**src/rtl/adder_result_fifo.sv**
```systemverilog
// Result buffer between adder_16bit and its consumer: {sum, cout, overflow} FIFO plus overflow stats.
// Optional macro ADDER_RESULT_SAT_EN saturates the stored sum of overflowed results.
module adder_result_fifo #(
  parameter int DEPTH = 4
) (
  input  logic                     clk,
  input  logic                     rst_n,
  input  logic                     in_valid,
  output logic                     in_ready,
  input  logic [15:0]              in_sum,
  input  logic                     in_cout,
  input  logic                     in_overflow,
  output logic                     out_valid,
  input  logic                     out_ready,
  output logic [15:0]              out_sum,
  output logic                     out_cout,
  output logic                     out_overflow,
  output logic [$clog2(DEPTH):0]   level,
  output logic [7:0]               ovf_count,
  output logic                     ovf_sticky,
  input  logic                     clr_stats
);

  localparam int AW = $clog2(DEPTH);
  localparam int LW = AW + 1;

  logic [17:0]   mem [DEPTH];
  logic [AW-1:0] wr_ptr;
  logic [AW-1:0] rd_ptr;
  logic          push;
  logic          pop;
  logic [15:0]   store_sum;
  logic          ovf_push;

  // Flow control depends only on registered level, never on out_ready.
  assign in_ready  = (level < LW'(DEPTH));
  assign out_valid = (level != '0);
  assign push      = in_valid && in_ready;
  assign pop       = out_valid && out_ready;
  assign ovf_push  = push && in_overflow;

`ifdef ADDER_RESULT_SAT_EN
  // Clamp toward the sign the true result would have had.
  assign store_sum = in_overflow ? (in_sum[15] ? 16'h7FFF : 16'h8000) : in_sum;
`else
  assign store_sum = in_sum;
`endif

  // Storage is not reset; reset empties the FIFO by clearing pointers and level.
  always_ff @(posedge clk) begin
    if (push) begin
      mem[wr_ptr] <= {in_cout, in_overflow, store_sum};
    end
  end

  assign {out_cout, out_overflow, out_sum} = mem[rd_ptr];

  // DEPTH is a power of two, so pointer wrap is natural rollover.
  always_ff @(posedge clk or negedge rst_n) begin
    if (!rst_n) begin
      wr_ptr <= '0;
      rd_ptr <= '0;
      level  <= '0;
    end else begin
      if (push) wr_ptr <= wr_ptr + AW'(1);
      if (pop)  rd_ptr <= rd_ptr + AW'(1);
      case ({push, pop})
        2'b10:   level <= level + LW'(1);
        2'b01:   level <= level - LW'(1);
        default: level <= level;
      endcase
    end
  end

  // A clear coinciding with an overflow push still records that push.
  always_ff @(posedge clk or negedge rst_n) begin
    if (!rst_n) begin
      ovf_count  <= '0;
      ovf_sticky <= 1'b0;
    end else if (clr_stats) begin
      ovf_count  <= ovf_push ? 8'd1 : 8'd0;
      ovf_sticky <= ovf_push;
    end else if (ovf_push) begin
      if (ovf_count != 8'hFF) ovf_count <= ovf_count + 8'd1;
      ovf_sticky <= 1'b1;
    end
  end

endmodule
```
**config.mk**
```make
export PLATFORM = sky130hd
export DESIGN_NAME = adder_result_fifo
export DESIGN_NICKNAME = d
export VERILOG_FILES = /design/src/rtl/adder_result_fifo.sv
export SDC_FILE = /design/constraint.sdc
export NUM_CORES = 1
export LEC_CHECK = 0
export ABC_AREA = 1
export BUFFER_PORTS_ARGS = -buffer_cell sky130_fd_sc_hd__buf_2
export CAP_MARGIN = 20
export CELL_PAD_IN_SITES_DETAIL_PLACEMENT = 0
export CELL_PAD_IN_SITES_GLOBAL_PLACEMENT = 1
export CORE_MARGIN = 4
export CORE_UTILIZATION = 45
export CTS_CLUSTER_DIAMETER = 100
export CTS_CLUSTER_SIZE = 12
export DETAILED_ROUTE_END_ITERATION = 16
export GPL_TIMING_DRIVEN = 0
export PLACE_DENSITY = 0.83
export SETUP_SLACK_MARGIN = 0.15
export SLEW_MARGIN = 20
export SYNTH_ARGS = -nofsm -noshare
export SYNTH_HDL_FRONTEND = slang
export SYNTH_SLANG_ARGS = --single-unit
```
**constraint.sdc**
```tcl
create_clock -name clk -period 2.1 [get_ports clk]
set_input_delay 0 -clock clk [delete_from_list [all_inputs] [get_ports clk]]
set_output_delay 0 -clock clk [all_outputs]
set_load 0.01 [all_outputs]
```
==> qor.txt <==
Power Total = 5.476 mW
Total global routing track utilization = 0.1596
Total congestion overflow = 0
Ranking of synthesized cells by area = edfxtp_1 (60%), dfrtp_1 (11%), o21ai_0 (5.9%), nor2_1 (4.9%), o22ai_1 (3.1%)
Syn Std Cell Area = 3576 µm²
DPL Wire Length = 4755 µm
DR vias = 2397
Reg-to-reg setup timing slack = 0.22 ns
First-pass iteration count of the detailed router = 4
Avg Cell Area, Syn = 12.37 µm²
Slowest CP cell = dfrtp_1
First-pass GRT wire length = 11940 µm
Final Util = 0.5777
Share of cells above drive strength 1 = 0.2526
#FFs+latches synth = 88
Crit Path Class = flop to flop
Fill cell count = 644
Reg-to-reg endpoint = level[2]
Worst-case reg-to-reg path depth = 10
CTS Sinks = 88
Final worst slack = 0.2163 ns
Area Growth Syn to Fin = 24.84%
Most frequent CP cell = inv_1
ANT nets after route = 0
Largest net degree at the start of global routing = 17
H-tree depth = 3
TritonCTS Buffers = 9
Top delay family on crit path = adder cells
Hold depth = 5
Vias per cell = 4.932
PD cells = 1227 nW/µm²
Post-Place Setup Slack = 0.2061 ns
WP data arrival = 2.10 ns
Die extent in x = 97.15 µm
Hold violation count in the final report = 0
CTS tree = done
Rows = 32
Gp weighted congestion = 0.7763
Io pins = 55
Worst path cell trace = inv_1 -> nand3_1 -> nand2_1 -> inv_2 -> ha_1 -> inv_1 -> fa_1 -> a21oi_1 -> o21ai_0 -> xor2_1
CP max stage delay = 0.38 ns
Setup-failing EPs final = 0
Number of global-route vias before repair = 2447
Antenna Cells = 0
Starting DRC count in detailed routing = 155
Post-Synthesis Cells = 289
Critical path buffer and inverter count = 3
Period utilization = 0.8970
DIE HEIGHT = 97.15 µm
Outcome = finished clean
Worst-Margin Slew = 0.5654 ns
Post-route cell area = 4464 µm²
Commonest non-fill, non-tap cell in the layout = edfxtp_1
Leakage = 1.766 nW
Storage cell area = 2562 µm²
CP max FO = 3
Post-Layout Cell Count = 486
Distinct cells, synth = 26
Drt total wl = 7085 µm
Worst endpoint required time = 2.32 ns
Most frequent cells in the layout = edfxtp_1 (72), buf_2 (59), nor2_1 (43)
Clock skew = 0.009491 ns
CP Launch Type = flop
Drt wl/cell = 14.58 µm
Top cell type's share of synthesized area = 0.6046
CTS Buffer Depth = 2
Ys Warns = 0
Rel. slew slack = 0.6226
Count of final max-slew check failures = 0
Worst hold path type = input pin to flop
Post-placement cell area = 4036 µm²
Core ar. = 7727 µm²
Hold_ws = 0.06966 ns
Clock transition at the registers of the reported paths = 0.08 ns
Clock Root Buffer = clkbuf_8
Remaining DRCs = 0
Worst reg2reg path startpoint = level[1]
Die area = 9437 µm²
HP Start = out_ready
Clock Latency Late Sink = 0.34 ns
Post-layout min period = 1.884 ns
Post-synth top area cell = edfxtp_1
Synthesized net count = 319
Worst Setup End Kind = flop
Setup TNS = 0 ns
Fmax = 0.5309 GHz
Initial Utilization = 0.4628
Unrepaired setup endpoints after global routing = true
IO Port Bufs = 54
Initial antenna violation count = 0
Multi-input gate area = 878.3 µm²
Max-cap violation count = 0
Nets = 410
Seq/Total Area, Yosys = 0.7166
Max IR drop VDD = 0.6115 mV
Hold Path End = rd_ptr[0]
Post-placement cell count = 449
[kinds of logic after synthesis]
logic type	synth area share
XOR/XNOR	0.009799
flip-flops	0.7166
buffers and inverters	0.04059
adder cells (fa/ha/maj)	0.02659
AND/OR/NAND/NOR	0.1001
AO/OA/AOI/OAI	0.1064
[cell type report]
type,instances,share of cell area
clock inverter,6,0.01906
sequential,88,0.5740
timing repair buffer,80,0.1211
buffer,10,0.01205
tap,102,0.02859
multi-input combinational,167,0.1967
inverter,24,0.02074
clock buffer,9,0.02775
[Yosys cell counts]
cell      number
fa_1           1
clkbuf_2       1
inv_4          1
inv_1         20
nand3_1        9
nand2_2        1
xnor2_1        1
edfxtp_1      72
inv_2          3
o21ai_2        1
nor2_4         1
o21ai_0       42
buf_4          2
clkbuf_1       2
nand2_1       26
nand2_4        1
xor2_1         3
a21o_2         1
nor2_1        47
o22ai_1       18
nand3_2        1
ha_1           6
o21ai_1        3
a21oi_1        5
dfrtp_1       16
buf_2          5
[worst min-delay path, delay by kind of cell]
family                 cells  cell delay, ns
and+or+nand+nor            3            0.21
buffers and inverters      2            0.16
[where the power goes]
group	switching [mW]	internal (mW)	total (mW)	leakage, nW
combinational	1.25	0.738	1.98	0.807
clock	0.547	0.659	1.21	0.103
sequential	0.0994	2.19	2.29	0.856
[worst max-delay path by stage]
| stage | start | endpoint | slack, ns | cells after the start |
|---|---|---|---|---|
| 2_1_floorplan | level[2] | mem[0][0] | 0.20 | 3 |
| 3_3_place_gp | level[2] | mem[3][13] | -0.40 | 3 |
| 3_5_place_dp | level[0] | level[2] | 0.21 | 10 |
| 4_1_cts | level[0] | level[2] | 0.18 | 10 |
| 5_1_grt | level[2] | level[2] | 0.04 | 8 |
| 6_report | level[1] | level[2] | 0.22 | 10 |
[registers in the layout, indices dropped and copies added (netlist names)]
signal / flops
ovf_sticky: 1
rd_ptr: 2
level: 3
mem: 72
wr_ptr: 2
ovf_count: 8
[timing repair]
action                                  4_1_cts  5_1_grt
hold buffers                                 21        0
resized for setup                             0        3
setup buffers                                 0        1
hold endpoints to repair                     89        0
endpoints found under the setup margin        0       11
[per-layer routing]
layer | track usage | share of wire
met1 | 0.2058 | 0.45
met5 | 0 | 0
met2 | 0.2734 | 0.50
met4 | 0.05508 | 0.012
met3 | 0.02656 | 0.046
(Power assumes the default switching activity.)
